### config.mk
export PLATFORM = sky130hd
export DESIGN_NAME = pc_fetch_unit
export DESIGN_NICKNAME = d
export VERILOG_FILES = /design/src/rtl/rv_fetch_pkg.sv /design/src/rtl/pc_target_sel.sv /design/src/rtl/pc_fetch_unit.sv
export SDC_FILE = /design/constraint.sdc
export NUM_CORES = 1
export LEC_CHECK = 0
export CAP_MARGIN = 20
export CORE_UTILIZATION = 35
export CTS_CLUSTER_DIAMETER = 30
export DETAILED_ROUTE_END_ITERATION = 10
export PLACE_DENSITY = 0.72
export SLEW_MARGIN = 25
export SYNTH_ARGS = -nofsm -noshare
export SYNTH_HDL_FRONTEND = slang
export SYNTH_HIERARCHICAL = 1
export SYNTH_SLANG_ARGS = --single-unit
### constraint.sdc
create_clock -name clk -period 2.8 [get_ports clk]
set_clock_uncertainty 0.2 [all_clocks]
set_input_delay 0.84 -clock clk [delete_from_list [all_inputs] [get_ports clk]]
set_output_delay 0.84 -clock clk [all_outputs]
set_load 0.01 [all_outputs]
### src/rtl/rv_fetch_pkg.sv
// Shared types and constants for the program-counter / instruction-fetch front end.
package rv_fetch_pkg;

  localparam int unsigned XLEN        = 32;
  localparam int unsigned INSTR_BYTES = 4;

  localparam logic [XLEN-1:0] RESET_PC_DEFAULT = 32'h0000_0000;

  typedef enum logic [1:0] {
    BOOT  = 2'd0,
    FETCH = 2'd1,
    STALL = 2'd2,
    TRAP  = 2'd3
  } fetch_state_t;

endpackage

### src/rtl/pc_target_sel.sv
// Redirect detection and next-PC target selection; JALR has priority and its bit 0 is cleared.
module pc_target_sel
  import rv_fetch_pkg::*;
(
  input  logic            branch_taken,
  input  logic            jump,
  input  logic            jalr,
  input  logic [XLEN-1:0] branch_target,
  input  logic [XLEN-1:0] jalr_target,
  output logic            redirect_c,
  output logic [XLEN-1:0] target_c,
  output logic            misalign_c
);

  logic [XLEN-1:0] jalr_clr;

  assign jalr_clr   = jalr_target & ~XLEN'(1);
  assign redirect_c = branch_taken | jump | jalr;
  assign target_c   = jalr ? jalr_clr : branch_target;
  // Word fetches need both low bits clear once the JALR LSB has been dropped.
  assign misalign_c = redirect_c && (target_c[1:0] != 2'b00);

endmodule

### src/rtl/pc_fetch_unit.sv
// PC sequencer and instruction-fetch front end with req/ack memory handshake.
module pc_fetch_unit
  import rv_fetch_pkg::*;
#(
  parameter logic [31:0] RESET_PC = RESET_PC_DEFAULT
) (
  input  logic        clk,
  input  logic        rst_n,
  input  logic        stall,
  input  logic        branch_taken,
  input  logic        jump,
  input  logic        jalr,
  input  logic [31:0] branch_target,
  input  logic [31:0] jalr_target,
  input  logic        imem_ack,
  output logic        imem_req,
  output logic [31:0] imem_addr,
  output logic [31:0] pc_value,
  output logic [31:0] pc_plus4,
  output logic        if_valid,
  output logic        flush,
  output logic        misaligned
);

  fetch_state_t    state;
  logic [XLEN-1:0] pc_q;
  logic            mis_q;

  logic            redirect_c;
  logic [XLEN-1:0] target_c;
  logic            misalign_c;
  logic            live_c;
  logic            fetching_c;

  pc_target_sel u_target_sel (
    .branch_taken (branch_taken),
    .jump         (jump),
    .jalr         (jalr),
    .branch_target(branch_target),
    .jalr_target  (jalr_target),
    .redirect_c   (redirect_c),
    .target_c     (target_c),
    .misalign_c   (misalign_c)
  );

  // TRAP ignores every input; elsewhere a stall suppresses the request immediately.
  assign live_c     = (state != TRAP);
  assign fetching_c = (state == FETCH) && !stall;

  assign imem_req   = fetching_c;
  assign if_valid   = fetching_c && imem_ack && !redirect_c;
  assign flush      = live_c && redirect_c && !misalign_c;
  assign pc_plus4   = pc_q + XLEN'(INSTR_BYTES);
  assign pc_value   = pc_q;
  assign imem_addr  = pc_q;
  assign misaligned = mis_q;

  // Priority each edge: reset > misaligned trap > redirect > stall > sequential advance.
  always_ff @(posedge clk) begin
    if (!rst_n) begin
      state <= BOOT;
      pc_q  <= RESET_PC;
      mis_q <= 1'b0;
    end else if (live_c) begin
      if (misalign_c) begin
        state <= TRAP;
        mis_q <= 1'b1;
      end else if (redirect_c) begin
        pc_q  <= target_c;
        state <= stall ? STALL : FETCH;
      end else if (stall) begin
        state <= STALL;
      end else begin
        case (state)
          BOOT:  state <= FETCH;
          FETCH: if (imem_ack) pc_q <= pc_plus4;
          STALL: state <= FETCH;
          TRAP:  state <= TRAP;
        endcase
      end
    end
  end

endmodule

==> impl_metrics.env <==
export IMPL_worstSkewPairLatency_ns=0.28
export IMPL_status="finished, violations left"
export IMPL_cts_buffers=5
export IMPL_period_minus_slack_ns=3.041
export IMPL_cts_root_buf="clkbuf_8"
export IMPL_finalCritPeriodShare_pct=108.6
export IMPL_drc=0
export IMPL_firstDrtPassIters=4
export IMPL_vdd_drop_max_v=0.0001769
export IMPL_cap_violations=0
export IMPL_critPathSlowestCell="or4_4"
export IMPL_synth_distinct_cells=55
export IMPL_hold_class="flop to flop"
export IMPL_ys_seq_area_share_pct=21.30
export IMPL_fill_cells=741
export IMPL_max_clock_path_buffers=2
export IMPL_whs_ns=0.3030
export IMPL_p_per_area_nw_per_um2=296.3
export IMPL_synth_seq_cells=35
export IMPL_crit_chain="nand2_2, or4_4, buf_12, nor4_4, xor2_1, buf_2"
export IMPL_setup_viol=18
export IMPL_num_io_pins=171
export IMPL_ys_flop_type="dfxtp_1"
export IMPL_post_route_util_pct=66.82
export IMPL_yosysWarnings=6
export IMPL_cts_hold_buffers=0
export IMPL_cp_end_kind="output port"
export IMPL_drtIter0Drc=115
export IMPL_routedWlPerCell_um=15.40
export IMPL_grt_pass1_wl_mm=18.59
export IMPL_crit_type="flop to output port"
export IMPL_critPathLaunchType="flop"
export IMPL_via_per_inst=5.198
export IMPL_grt_pass1_vias=4011
export IMPL_nets=719
export IMPL_wl_mm=11.67
export IMPL_p_leak_uw=0.002905
export IMPL_syn_num_nets=471
export IMPL_rsz0062_at_grt="yes"
export IMPL_die_area_um2=9790
export IMPL_worst_slew_pin_transition_ns=0.5684
export IMPL_syn_inst=399
export IMPL_synthesis_area_um2=3289
export IMPL_seqCellArea_um2=723.2
export IMPL_place_hpwl_mm=8.107
export IMPL_clk_pin_slew_ns=0.07
export IMPL_rows=35
export IMPL_pre_cts_slack_ns=-0.6699
export IMPL_synth_edf_count=0
export IMPL_fin_setup_tns_ns=-2.728
export IMPL_port_buffers=169
export IMPL_finalMaxSlewViolations=0
export IMPL_placedCellCount=712
export IMPL_hold_viol=0
export IMPL_clock_sinks=35
export IMPL_htreeDepth=2
export IMPL_final_common_cell="clkdlybuf4s50_1"
export IMPL_cp_data_arrival_time_ns=2.00
export IMPL_antenna_found_initial=0
export IMPL_start_util_pct=35.94
export IMPL_cp_data_required_time_ns=1.76
export IMPL_areaGrowthSynthToFinish_pct=85.93
export IMPL_overflow=0
export IMPL_slew_headroom_pct=62.11
export IMPL_drive_gt1_share_pct=41.11
export IMPL_grt_total_usage_pct=23.26
export IMPL_coreArea_um2=9153
export IMPL_cp_max_fo=5
export IMPL_mostFrequentLayoutCells="clkdlybuf4s50_1, buf_4, nand2_1"
export IMPL_multi_input_area_um2=2454
export IMPL_ant_nets=0
export IMPL_die_w_um=98.95
export IMPL_n_antenna_cell=0
export IMPL_grt_max_degree=58
export IMPL_layout_cells_non_filler=758
export IMPL_fmax_mhz=328.8
export IMPL_setup_ws_ns=-0.2410
export IMPL_syn_avg_cell_area_um2=8.244
export IMPL_vias=3940
export IMPL_die_h_um=98.95
export IMPL_synthArstFlopShare_pct=0
export IMPL_violations="negative setup slack"
export IMPL_gp_congestion=0.7993
export IMPL_cts_tree="yes"
export IMPL_cpPeakStageDelay_ns=0.58
[what timing repair did]
action,CTS,global route
gates resized for setup,182,28
endpoints found under the setup margin,57,39
cloned,1,0
setup buffers,31,10
pin swaps,37,33
[where the power goes]
part	leakage [µW]	switching, µW	internal [µW]	total [µW]
combinational	0.00257	368	506	874
sequential	0.000294	42.9	544	587
clock	0.0000383	180	172	351
[stage by stage]
step | total power, µW | cell area (µm²)
floorplan | 1018 | 3398
global placement | 1428 | 5495
detailed placement | 1445 | 5495
CTS | 1795 | 5928
global route | 1905 | 6116
finish | 1812 | 6116
[flip-flops by register name (all words and copies together) (netlist names)]
name	count
imem_addr	32
misaligned	1
state	2
[critical path: cells and delay by family, from the launching register on]
family,cells,cell delay (ns)
AND/OR/NAND/NOR,3,0.88
flip-flops,1,0.36
buffers and inverters,2,0.31
XOR/XNOR,1,0.17
[final timing paths]
| check | endpoint | from | cells past startpoint | slack, ns |
|---|---|---|---|---|
| worst min register to register | imem_addr[1] | imem_addr[1] | 2 | 0.30 |
| worst max register to register | imem_addr[30] | imem_addr[3] | 15 | -0.14 |
| worst max-delay path | pc_plus4[26] | imem_addr[10] | 6 | -0.24 |
| worst min-delay path | imem_addr[1] | imem_addr[1] | 2 | 0.30 |
[per-layer routing]
metal / share of wire, % / global-route usage (%) / wire length, µm
met4: 1.4 / 6.774 / 164
met3: 5.7 / 4.326 / 660
met1: 41 / 26.19 / 4746
met5: 0 / 0 / 0
met2: 52 / 44.16 / 6098
[cell families (layout without fill, tap and decap cells)]
family	after synthesis	in the layout	synth area share, %
DFF	35	35	21.30
buffers and inverters	74	321	14.23
xor gates and xnor gates	28	28	7.455
and+or+nand+nor	137	138	23.81
muxes	35	35	14.76
AOI/OAI and AO/OA	89	89	18.07
adders and majority gates	1	1	0.3803
[cell usage after synthesis, drive strengths merged, types with 10 or more instances]
| master | instances | area share, % |
|---|---|---|
| nor3 | 16 | 3.4 |
| buf | 45 | 11 |
| inv | 11 | 1.3 |
| nand3 | 19 | 3.0 |
| a22o | 10 | 2.7 |
| o21ai | 22 | 3.3 |
| xnor2 | 15 | 4.0 |
| mux2 | 30 | 13 |
| a31oi | 10 | 1.9 |
| a21oi | 20 | 3.0 |
| xor2 | 13 | 3.5 |
| clkbuf | 17 | 1.9 |
| nand2 | 41 | 4.8 |
| dfxtp | 35 | 21 |
| nor2 | 24 | 2.7 |
[final cells by class]
type	count	share of cell area (%)
tap	111	2.271
clock buffer	7	1.248
sequential	35	11.82
timing repair buffer	302	43.72
inverter	12	0.8183
multi-input combinational	291	40.12
Power figures use the tool's default switching activity.
